[config.mk]
export PLATFORM = sky130hd
export DESIGN_NAME = sy_axi_rd_adapter_flat
export DESIGN_NICKNAME = d
export VERILOG_FILES = /design/src/rtl/sy_axi_rd_adapter.sv /design/src/rtl/sy_axi_rd_adapter_if.sv /design/src/flat_wrapper.sv
export SDC_FILE = /design/constraint.sdc
export NUM_CORES = 1
export LEC_CHECK = 0
export CELL_PAD_IN_SITES_DETAIL_PLACEMENT = 1
export CELL_PAD_IN_SITES_GLOBAL_PLACEMENT = 2
export CORE_AREA = 5 5 266 268
export DETAILED_ROUTE_END_ITERATION = 8
export DIE_AREA = 0 0 271 273
export PLACE_DENSITY_LB_ADDON = 0.1
export SYNTH_ARGS = -nofsm -noshare
export SYNTH_HDL_FRONTEND = slang
export SYNTH_SLANG_ARGS = --single-unit
export TNS_END_PERCENT = 50
[constraint.sdc]
create_clock -name clk_i -period 2.45 [get_ports clk_i]
set_input_delay 0.3675 -clock clk_i [delete_from_list [all_inputs] [get_ports clk_i]]
set_output_delay 0.3675 -clock clk_i [all_outputs]
set_load 0.05 [all_outputs]
[src/rtl/sy_axi_rd_adapter.sv]
// AXI4 read-only master: one refill request becomes one AR burst, R beats fill a line buffer.
// Optional watchdog enabled with `define SY_AXI_RD_TIMEOUT_EN.
package sy_axi;

  typedef enum logic {
    SINGLE_REQ     = 1'b0,
    CACHE_LINE_REQ = 1'b1
  } ad_req_t;

  typedef struct packed {
    logic [3:0]  id;
    logic [63:0] addr;
    logic [7:0]  len;
    logic [2:0]  size;
    logic [1:0]  burst;
    logic        lock;
    logic [3:0]  cache;
    logic [2:0]  prot;
    logic [3:0]  qos;
    logic [3:0]  region;
  } ax_chan_t;

  typedef struct packed {
    logic [63:0] data;
    logic [7:0]  strb;
    logic        last;
  } w_chan_t;

  typedef struct packed {
    logic [3:0]  id;
    logic [1:0]  resp;
  } b_chan_t;

  typedef struct packed {
    logic [3:0]  id;
    logic [63:0] data;
    logic [1:0]  resp;
    logic        last;
  } r_chan_t;

  typedef struct packed {
    ax_chan_t aw;
    logic     aw_valid;
    w_chan_t  w;
    logic     w_valid;
    logic     b_ready;
    ax_chan_t ar;
    logic     ar_valid;
    logic     r_ready;
  } req_t;

  typedef struct packed {
    logic     aw_ready;
    logic     w_ready;
    logic     b_valid;
    b_chan_t  b;
    logic     ar_ready;
    logic     r_valid;
    r_chan_t  r;
  } resp_t;

endpackage

module sy_axi_rd_adapter
  import sy_axi::*;
#(
  parameter int LINE_WORDS     = 4,
  parameter int TIMEOUT_CYCLES = 1024
) (
  input  logic                 clk_i,
  input  logic                 rst_i,
  sy_axi_rd_adapter_if.slave   bus,
  output req_t                 axi_req_o,
  input  resp_t                axi_resp_i
);

  localparam int CNT_W = $clog2(LINE_WORDS) + 1;
  localparam logic [63:0] LINE_MASK = 64'(LINE_WORDS * 8 - 1);

  typedef enum logic [1:0] {
    S_IDLE,
    S_AR,
    S_RDATA,
    S_RESP
  } state_t;

  state_t                        r_state;
  state_t                        w_state_nxt;
  ad_req_t                       r_type;
  logic [63:0]                   r_addr;
  logic [2:0]                    r_size;
  logic [3:0]                    r_id;
  logic [LINE_WORDS-1:0][63:0]   r_buf;
  logic [CNT_W-1:0]              r_beat_cnt;
  logic                          r_err;

  logic              w_accept;
  logic              w_ar_hs;
  logic              w_r_hs;
  logic              w_rsp_hs;
  logic              w_timeout;
  logic [63:0]       w_ar_addr;
  logic [7:0]        w_ar_len;
  logic [2:0]        w_ar_size;
  logic [CNT_W-2:0]  w_beat_idx;
  logic              w_len_mismatch;
  logic              w_beat_err;
  logic              w_unused;

  assign w_accept = (r_state == S_IDLE)  && bus.req_valid_i;
  assign w_ar_hs  = (r_state == S_AR)    && axi_resp_i.ar_ready;
  assign w_r_hs   = (r_state == S_RDATA) && axi_resp_i.r_valid;
  assign w_rsp_hs = (r_state == S_RESP)  && bus.rsp_ready_i;

  // Line requests are aligned down to the line and always use full 64-bit beats.
  assign w_ar_addr = (r_type == CACHE_LINE_REQ) ? (r_addr & ~LINE_MASK) : r_addr;
  assign w_ar_len  = (r_type == CACHE_LINE_REQ) ? 8'(LINE_WORDS - 1) : 8'd0;
  assign w_ar_size = (r_type == CACHE_LINE_REQ) ? 3'd3 : r_size;

  assign w_beat_idx     = r_beat_cnt[CNT_W-2:0];
  assign w_len_mismatch = (32'(r_beat_cnt) != 32'(w_ar_len));
  assign w_beat_err     = axi_resp_i.r.resp[1]
                        | (axi_resp_i.r.id != r_id)
                        | r_beat_cnt[CNT_W-1]
                        | (axi_resp_i.r.last & w_len_mismatch);

  // Write-channel handshakes are never used by a read-only master.
  assign w_unused = ^{axi_resp_i.aw_ready, axi_resp_i.w_ready,
                      axi_resp_i.b_valid, axi_resp_i.b};

`ifdef SY_AXI_RD_TIMEOUT_EN
  logic [31:0] r_wdog_cnt;
  logic        w_wdog_run;

  assign w_wdog_run = ((r_state == S_AR) && !w_ar_hs) || ((r_state == S_RDATA) && !w_r_hs);
  assign w_timeout  = w_wdog_run && (r_wdog_cnt == 32'(TIMEOUT_CYCLES - 1));

  always_ff @(posedge clk_i) begin
    if (rst_i || !w_wdog_run) begin
      r_wdog_cnt <= '0;
    end else begin
      r_wdog_cnt <= r_wdog_cnt + 32'd1;
    end
  end
`else
  assign w_timeout = 1'b0;
`endif

  // NOTE: clocked state uses non-blocking assignments so every register samples pre-edge values.
  always_ff @(posedge clk_i) begin
    if (rst_i) begin
      r_state <= S_IDLE;
    end else begin
      r_state <= w_state_nxt;
    end
  end

  // NOTE: defaults come first so no path through the case leaves a signal unassigned (no latch).
  always_comb begin
    w_state_nxt = r_state;
    unique case (r_state)
      S_IDLE: begin
        if (bus.req_valid_i) w_state_nxt = S_AR;
      end
      S_AR: begin
        if (w_ar_hs)        w_state_nxt = S_RDATA;
        else if (w_timeout) w_state_nxt = S_RESP;
      end
      S_RDATA: begin
        if (w_r_hs && axi_resp_i.r.last) w_state_nxt = S_RESP;
        else if (w_timeout)              w_state_nxt = S_RESP;
      end
      S_RESP: begin
        if (w_rsp_hs) w_state_nxt = S_IDLE;
      end
      default: w_state_nxt = S_IDLE;
    endcase
  end

  always_comb begin
    axi_req_o          = '0;
    axi_req_o.b_ready  = 1'b1;
    axi_req_o.ar_valid = (r_state == S_AR);
    axi_req_o.ar.id    = r_id;
    axi_req_o.ar.addr  = w_ar_addr;
    axi_req_o.ar.len   = w_ar_len;
    axi_req_o.ar.size  = w_ar_size;
    axi_req_o.ar.burst = 2'b01;
    axi_req_o.ar.cache = 4'b0010;
    axi_req_o.r_ready  = (r_state == S_RDATA);
  end

  assign bus.req_ready_o = (r_state == S_IDLE);
  assign bus.rsp_valid_o = (r_state == S_RESP);
  assign bus.rsp_err_o   = (r_state == S_RESP) && r_err;
  assign bus.rsp_data_o  = r_buf;

  // NOTE: the line buffer is reset too, so data from an abandoned burst never leaks out.
  always_ff @(posedge clk_i) begin
    if (rst_i) begin
      r_type     <= SINGLE_REQ;
      r_addr     <= '0;
      r_size     <= '0;
      r_id       <= '0;
      r_buf      <= '0;
      r_beat_cnt <= '0;
      r_err      <= 1'b0;
    end else if (w_accept) begin
      r_type     <= ad_req_t'(bus.req_type_i);
      r_addr     <= bus.req_addr_i;
      r_size     <= bus.req_size_i;
      r_id       <= bus.req_id_i;
      r_buf      <= '0;
      r_beat_cnt <= '0;
      r_err      <= 1'b0;
    end else if (w_r_hs) begin
      if (!r_beat_cnt[CNT_W-1]) begin
        r_buf[w_beat_idx] <= axi_resp_i.r.data;
        r_beat_cnt        <= r_beat_cnt + CNT_W'(1);
      end
      r_err <= r_err | w_beat_err;
    end else if (w_timeout) begin
      r_err <= 1'b1;
    end
  end

endmodule

[src/rtl/sy_axi_rd_adapter_if.sv]
// Upstream request/response port of the AXI read adapter: the cache refill
// logic drives it through the master modport; the adapter uses the slave modport.
interface sy_axi_rd_adapter_if #(
  parameter int LINE_WORDS = 4
) ();

  logic                       req_valid_i;
  logic                       req_ready_o;
  logic                       req_type_i;
  logic [63:0]                req_addr_i;
  logic [2:0]                 req_size_i;
  logic [3:0]                 req_id_i;
  logic                       rsp_valid_o;
  logic                       rsp_ready_i;
  logic [64*LINE_WORDS-1:0]   rsp_data_o;
  logic                       rsp_err_o;

  modport master (
    output req_valid_i, req_type_i, req_addr_i, req_size_i, req_id_i, rsp_ready_i,
    input  req_ready_o, rsp_valid_o, rsp_data_o, rsp_err_o
  );

  modport slave (
    input  req_valid_i, req_type_i, req_addr_i, req_size_i, req_id_i, rsp_ready_i,
    output req_ready_o, rsp_valid_o, rsp_data_o, rsp_err_o
  );

endinterface

[src/flat_wrapper.sv]
// flat-port wrapper written by rule: the top's interface ports become plain ports
module sy_axi_rd_adapter_flat import sy_axi::*;
#(
  parameter int LINE_WORDS     = 4,
  parameter int TIMEOUT_CYCLES = 1024
)
  (clk_i, rst_i, axi_req_o, axi_resp_i, bus_req_valid_i, bus_req_type_i, bus_req_addr_i, bus_req_size_i, bus_req_id_i, bus_rsp_ready_i, bus_req_ready_o, bus_rsp_valid_o, bus_rsp_data_o, bus_rsp_err_o);
  sy_axi_rd_adapter_if #(.LINE_WORDS(LINE_WORDS)) bus_i ();
  input  logic clk_i;
  input  logic rst_i;
  output req_t axi_req_o;
  input  resp_t axi_resp_i;
  input wire logic [$bits(bus_i.req_valid_i)-1:0] bus_req_valid_i;
  input wire logic [$bits(bus_i.req_type_i)-1:0] bus_req_type_i;
  input wire logic [$bits(bus_i.req_addr_i)-1:0] bus_req_addr_i;
  input wire logic [$bits(bus_i.req_size_i)-1:0] bus_req_size_i;
  input wire logic [$bits(bus_i.req_id_i)-1:0] bus_req_id_i;
  input wire logic [$bits(bus_i.rsp_ready_i)-1:0] bus_rsp_ready_i;
  output wire logic [$bits(bus_i.req_ready_o)-1:0] bus_req_ready_o;
  output wire logic [$bits(bus_i.rsp_valid_o)-1:0] bus_rsp_valid_o;
  output wire logic [$bits(bus_i.rsp_data_o)-1:0] bus_rsp_data_o;
  output wire logic [$bits(bus_i.rsp_err_o)-1:0] bus_rsp_err_o;
  assign bus_i.req_valid_i = bus_req_valid_i;
  assign bus_i.req_type_i = bus_req_type_i;
  assign bus_i.req_addr_i = bus_req_addr_i;
  assign bus_i.req_size_i = bus_req_size_i;
  assign bus_i.req_id_i = bus_req_id_i;
  assign bus_i.rsp_ready_i = bus_rsp_ready_i;
  assign bus_req_ready_o = bus_i.req_ready_o;
  assign bus_rsp_valid_o = bus_i.rsp_valid_o;
  assign bus_rsp_data_o = bus_i.rsp_data_o;
  assign bus_rsp_err_o = bus_i.rsp_err_o;
  sy_axi_rd_adapter #(.LINE_WORDS(LINE_WORDS), .TIMEOUT_CYCLES(TIMEOUT_CYCLES)) u_core (.clk_i(clk_i), .rst_i(rst_i), .bus(bus_i), .axi_req_o(axi_req_o), .axi_resp_i(axi_resp_i));
endmodule
**After elaboration in Yosys (flattened, before gate mapping)**

Index checks and enable logic that the tools add are counted.

- Register bits: 334
- Bits in latches: 0
- Memory bits (writable): 0
- ROM bits: 0
- Bits of input ports: 158
- Output and inout bits: 531
- Word-level logic and storage cells: 53
- Memories kept: 0

- Add/subtract/negate cells: 1
- Multiply operators: 0
- Div/mod/pow operators: 0
- Magnitude comparators: 2
- Equal/unequal tests: 9
- Shifts and indexed selects: 0
- Muxes and demuxes: 12
- Bitwise operators: 6
- Reduce and logical (&&, ||, !) cells: 11

Operators by type and width:

| cell | number |
|---|---|
| $bwmux 256 | 1 |
| $demux 64 s2 | 1 |
| $mux 64 | 1 |
| $mux 2 | 5 |
| $ne 3x8->1 | 1 |
| $pmux 2 s4 | 1 |
| $logic_and 1x1->1 | 7 |
| $mux 3 | 2 |
| $ne 2x1->1 const B | 3 |
| $mux 5 | 1 |
| $eq 2x2->1 const B | 2 |
| $ne 4x4->1 | 1 |
| $or 1x1->1 | 4 |
| $reduce_and 4->1 | 1 |
| $add 3x1->3 const B | 1 |
| $lt 2x3->1 const B | 1 |
| $eq 2x1->1 const B | 1 |
| $ge 2x1->1 const B | 1 |
| $logic_not 2->1 | 1 |
| $ne 2x2->1 const B | 1 |
| $reduce_and 2->1 | 1 |
| $reduce_or 2->1 | 1 |
| $and 1x1->1 | 1 |
| $not 1->1 | 1 |

**Longest topological paths before layout**

- Depth in word-level cells: 5
- Mapped depth: 9
- Depth with buffers taken out: 6

**Worst setup path before layout**

Ideal clock, no wire load.

- Path kind: register to register
- From: register u_core.r_state[0]
- To: register u_core.r_buf (netlist bit u_core.bus.rsp_data_o[195])
- Setup time: 0.132 ns
- Arrival: 1.958 ns
- Required time: 2.318 ns
- Path slack: 0.360 ns
- Cell stages (with the launch flop): 9
- Buffers on the path: 3
- Clock period less this slack: 2.090 ns
- Path through: dfxtp_1 -> inv_1 -> ha_1 -> nand2_1 -> nand2b_1 -> buf_2 -> buf_2 -> buf_1 -> a21oi_1

- Word-level cells in the longest chain between the ends: 3
- Elaborated cells between the ends (all ways): 6
- Those cells by class: 1 x eq/ne; 5 x reduce/logical

Ends and longest elaborated chain:

| element | line | source |
|---|---|---|
| from (decl) | sy_axi_rd_adapter.sv:87 | `state_t r_state;` |
| from (signal assigned) | sy_axi_rd_adapter.sv:154 | `r_state <= w_state_nxt;` |
| $logic_not 2->1 | n/a |  |
| named net bus_req_ready_o | flat_wrapper.sv:19 | `output wire logic [$bits(bus_i.req_ready_o)-1:0] bus_req_ready_o;` |
| $logic_and 1x1->1 | sy_axi_rd_adapter.sv:110 | `assign w_accept = (r_state == S_IDLE) && bus.req_valid_i;` |
| $reduce_or 2->1 (no line) | n/a |  |
| to (signal, indexed assignment) | sy_axi_rd_adapter.sv:218 | `r_buf[w_beat_idx] <= axi_resp_i.r.data;` |
| to (decl) | sy_axi_rd_adapter.sv:93 | `logic [LINE_WORDS-1:0][63:0] r_buf;` |

The timed path passes the listed nets, and every way through them passes these cells.
A chain may end at the register's enable or synchronous reset.

**Worst setup path in the final report**

- From: register u_core.r_state[0]
- To: output bus_rsp_err_o

- Word-level cells in the longest chain between the ends: 2

Ends and longest elaborated chain:

| element | line | source |
|---|---|---|
| $eq 2x2->1 | sy_axi_rd_adapter.sv:195 | `assign bus.rsp_err_o = (r_state == S_RESP) && r_err;` |
| $logic_and 1x1->1 | sy_axi_rd_adapter.sv:195 |  |
| to (decl) | flat_wrapper.sv:22 | `output wire logic [$bits(bus_i.rsp_err_o)-1:0] bus_rsp_err_o;` |

No other way between the ends.

==> reports/metrics.csv <==
stage;metric;value;unit
global_route;Total GRT Usage;0.1500;
global_route;Overflow after GRT;0;
detailed_routing;Met1 Wirelength;24260;um
logic_synthesis;yosys synthesis warning count;0;
logic_synthesis;synthesized cell area;13760;um2
place;# port buffers;481;
detailed_routing;Avg WL per Cell;19.42;um
detailed_routing;via/cell ratio;3.959;
outcome;run status;finished clean;
setup_path;Setup crit end kind;primary output;
detailed_routing;wire length on met2;29020;um
detailed_routing;first-iteration detailed-routing DRC count;467;
place;Placed Area;18330;um2
timing;Final Skew;15.50;ps
power_and_ir_drop;P per Cell Area;865.8;nW/um2
floorplanning;Cell Rows;96;
setup_path;Register-to-Register Path Depth;8;
cts;number of H-tree levels;2;
cts;CTS Buffer Depth;3;
timing;Final Hold Fails;0;
cts;Post-CTS Setup Bufs;0;
detailed_routing;DRC viols;0;
logic_synthesis;sequential share of the synthesized area;0.4860;
setup_path;crit path kind;reg -> out;
global_route;largest net degree at the start of global routing;75;
floorplanning;initial cell density of the core;0.2020;
run;Max-Cap Viols;0;
setup_path;Worst EP arrival;1880;ps
worst_hold_path;Hold Crit Class;in -> reg;
floorplanning;Die X;271;um
floorplanning;CORE AREA;68110;um2
finish;commonest non-fill, non-tap cells in the layout;nand2_1 (658), clkdlybuf4s50_1 (462), dfxtp_1 (334), a21oi_1 (329), conb_1 (197);
finish;Final nets;2298;
setup_path;Crit Path Max Fanout;4;
finish;area growth from synthesis to layout;43.73;%
finish;# fillers;8128;
cts;total CTS buffers;43;
global_route;vias in the first global route;12350;
timing;Max Slew Vio Count;0;
cts;Worst-path clk slew;60;ps
global_route;initial antenna violation count;4;
logic_synthesis;post-synthesis register bit count;334;
finish;commonest non-fill, non-tap cell in the layout;nand2_1;
power_and_ir_drop;IR drop worst, VDD;0.0003985;V
timing;Final Cycle Share;0.9169;
timing;final setup violation count;0;
cts;cts hold-fix bufs;0;
timing;Tmin final;2246;ps
place;Final GP Congestion;0.7434;
cts;Root Driver;clkbuf_16;
finish;fin area;19780;um2
detailed_routing;antenna viol nets, final;0;
place;Final HPWL DP;42830;um
setup_path;required time of the critical path;2080;ps
logic_synthesis;synth unique cells;28;
logic_synthesis;Mapped Cells;1747;
setup_path;r2r endpoint;u_core.bus.rsp_data_o[145];
detailed_routing;DR vias;12080;
timing;setup TNS;0;ps
timing;Max Freq;0.4451;GHz
cts;Clock Latency Late Sink;570;ps
floorplanning;Ports;689;
floorplanning;die height;273;um
detailed_routing;DR pass1 iterations;4;
timing;Rel. slew slack;0.3856;
finish;layout cells sized above 1;0.05314;
power_and_ir_drop;Leak Pwr;0.006947;uW
detailed_routing;Post-Route WL;59250;um
setup_path;critical path endpoint;bus_rsp_err_o;
logic_synthesis;Mapped Avg Cell Area;7.875;um2
detailed_routing;met3 WL;4699;um
global_route;first-pass GRT wire length;84750;um
floorplanning;Die Area;73980;um2
cts;TritonCTS clock tree;done;
setup_path;worst reg2reg setup slack;490;ps
cts;CTS sink count;334;
setup_path;worst setup path start;u_core.r_state[0];
setup_path;CP Launch Type;register;
setup_path;launching point of the worst reg2reg path;u_core.r_state[0];
timing;Worst-Margin Slew;921.5;ps
detailed_routing;highest routing layer actually used;met5;
timing;RSZ-0062 raised after global routing;false;
cell usage after synthesis:
cell type | count | share of area
xor2_1 | 4 | 0.0025
dfxtp_1 | 334 | 0.49
clkbuf_1 | 49 | 0.013
or3_1 | 1 | 0.00046
buf_1 | 17 | 0.0046
nand2b_1 | 1 | 0.00046
nor3_1 | 2 | 0.00073
nor2_1 | 7 | 0.0019
and3b_1 | 1 | 0.00064
nand2_1 | 659 | 0.18
buf_2 | 18 | 0.0065
a211oi_1 | 1 | 0.00055
a21oi_1 | 329 | 0.12
nand3_1 | 2 | 0.00073
conb_1 | 2 | 0.00055
buf_4 | 259 | 0.14
mux2i_1 | 1 | 0.00073
or2_2 | 2 | 0.00091
nand2_2 | 4 | 0.0018
a31oi_1 | 2 | 0.00091
ha_1 | 9 | 0.0082
nor2b_1 | 9 | 0.0041
o21ba_2 | 1 | 0.00073
xnor2_1 | 1 | 0.00064
inv_1 | 4 | 0.0011
buf_6 | 21 | 0.017
and2_1 | 6 | 0.0027
a2111oi_2 | 1 | 0.0011
power by group:
group	leakage, uW	internal (uW)	switching (uW)	total [uW]
registers	0.00270	5750	192	5950
clock network	0.000707	3940	2550	6490
logic	0.00354	1250	3440	4690
total	0.00695	10900	6180	17100
cell type report:
type	count	area (um2)	area share
diodes	5	12.51	0.0006327
clock buffers	72	1346	0.06808
clock inverters	6	95.09	0.004809
inverters	4	15.01	0.0007593
multi-input cells	1240	5299	0.2680
flip-flops and latches	334	6686	0.3381
well taps	882	1104	0.05581
repair buffers	508	5218	0.2638
worst max-delay path, stage by stage (launching register included):
cell	delay (ps)
dfxtp_1	390
ha_1	220
and2_1	140
dlygate4sd2_1	570
metal layers:
metal,track usage,vias to the layer above
li1,-,5873
met5,0,-
met1,0.1768,5775
met3,0.05716,75
met4,0.03949,2
met2,0.2569,353
metrics by stage:
stage / hold WS [ps] / util / setup WS [ps] / instances / total power, uW
after global placement: 440.5 / 0.2692 / 287.0 / 2968 / 10850
after detailed placement: 446.4 / 0.2692 / 253.9 / 2968 / 10880
after CTS: 303.0 / 0.2902 / 116.1 / 3046 / 17540
after global routing: 319.4 / 0.2903 / 29.39 / 3048 / 17970
final: 352.7 / 0.2904 / 203.5 / 3051 / 17120
after floorplan: 431.1 / - / 359.5 / 1942 / 9632
cells by family (layout without fill, tap and decap cells):
kind of cell,count (synthesis),after routing,share of synthesized area
buf+inv,368,590,0.1842
fa+ha+maj,9,9,0.008185
simple gates,694,694,0.1943
other cells,2,202,0.0005459
mux,1,1,0.0007276
xor+xnor,5,5,0.003183
flops,334,334,0.4860
compound gates,334,334,0.1230
registers in the layout (all words and copies together), names as in the netlist:
register / cells
u_core.r_id: 4
u_core.r_size: 3
u_core.r_beat_cnt: 3
u_core.r_addr: 64
u_core.bus.rsp_data_o: 256
u_core.r_state: 2
u_core.r_type: 1
u_core.r_err: 1
worst min-delay path by stage:
stage	start	end	slack [ps]	cells after the start
2_1_floorplan	u_core.r_size[0]	u_core.r_size[0]	430	2
3_3_place_gp	u_core.r_addr[0]	u_core.r_addr[0]	440	2
3_5_place_dp	u_core.bus.rsp_data_o[154]	u_core.bus.rsp_data_o[154]	450	2
4_1_cts	bus_req_addr_i[51]	u_core.r_addr[51]	300	3
5_1_grt	bus_req_addr_i[51]	u_core.r_addr[51]	320	3
6_report	bus_req_addr_i[34]	u_core.r_addr[34]	350	3
timing repair:
item                                   4_1_cts  5_1_grt
endpoints found under the hold margin        0        0
gates resized for setup                     10        0
setup endpoints to repair                   10        0
Note: power is estimated with default switching activity, not from simulation.
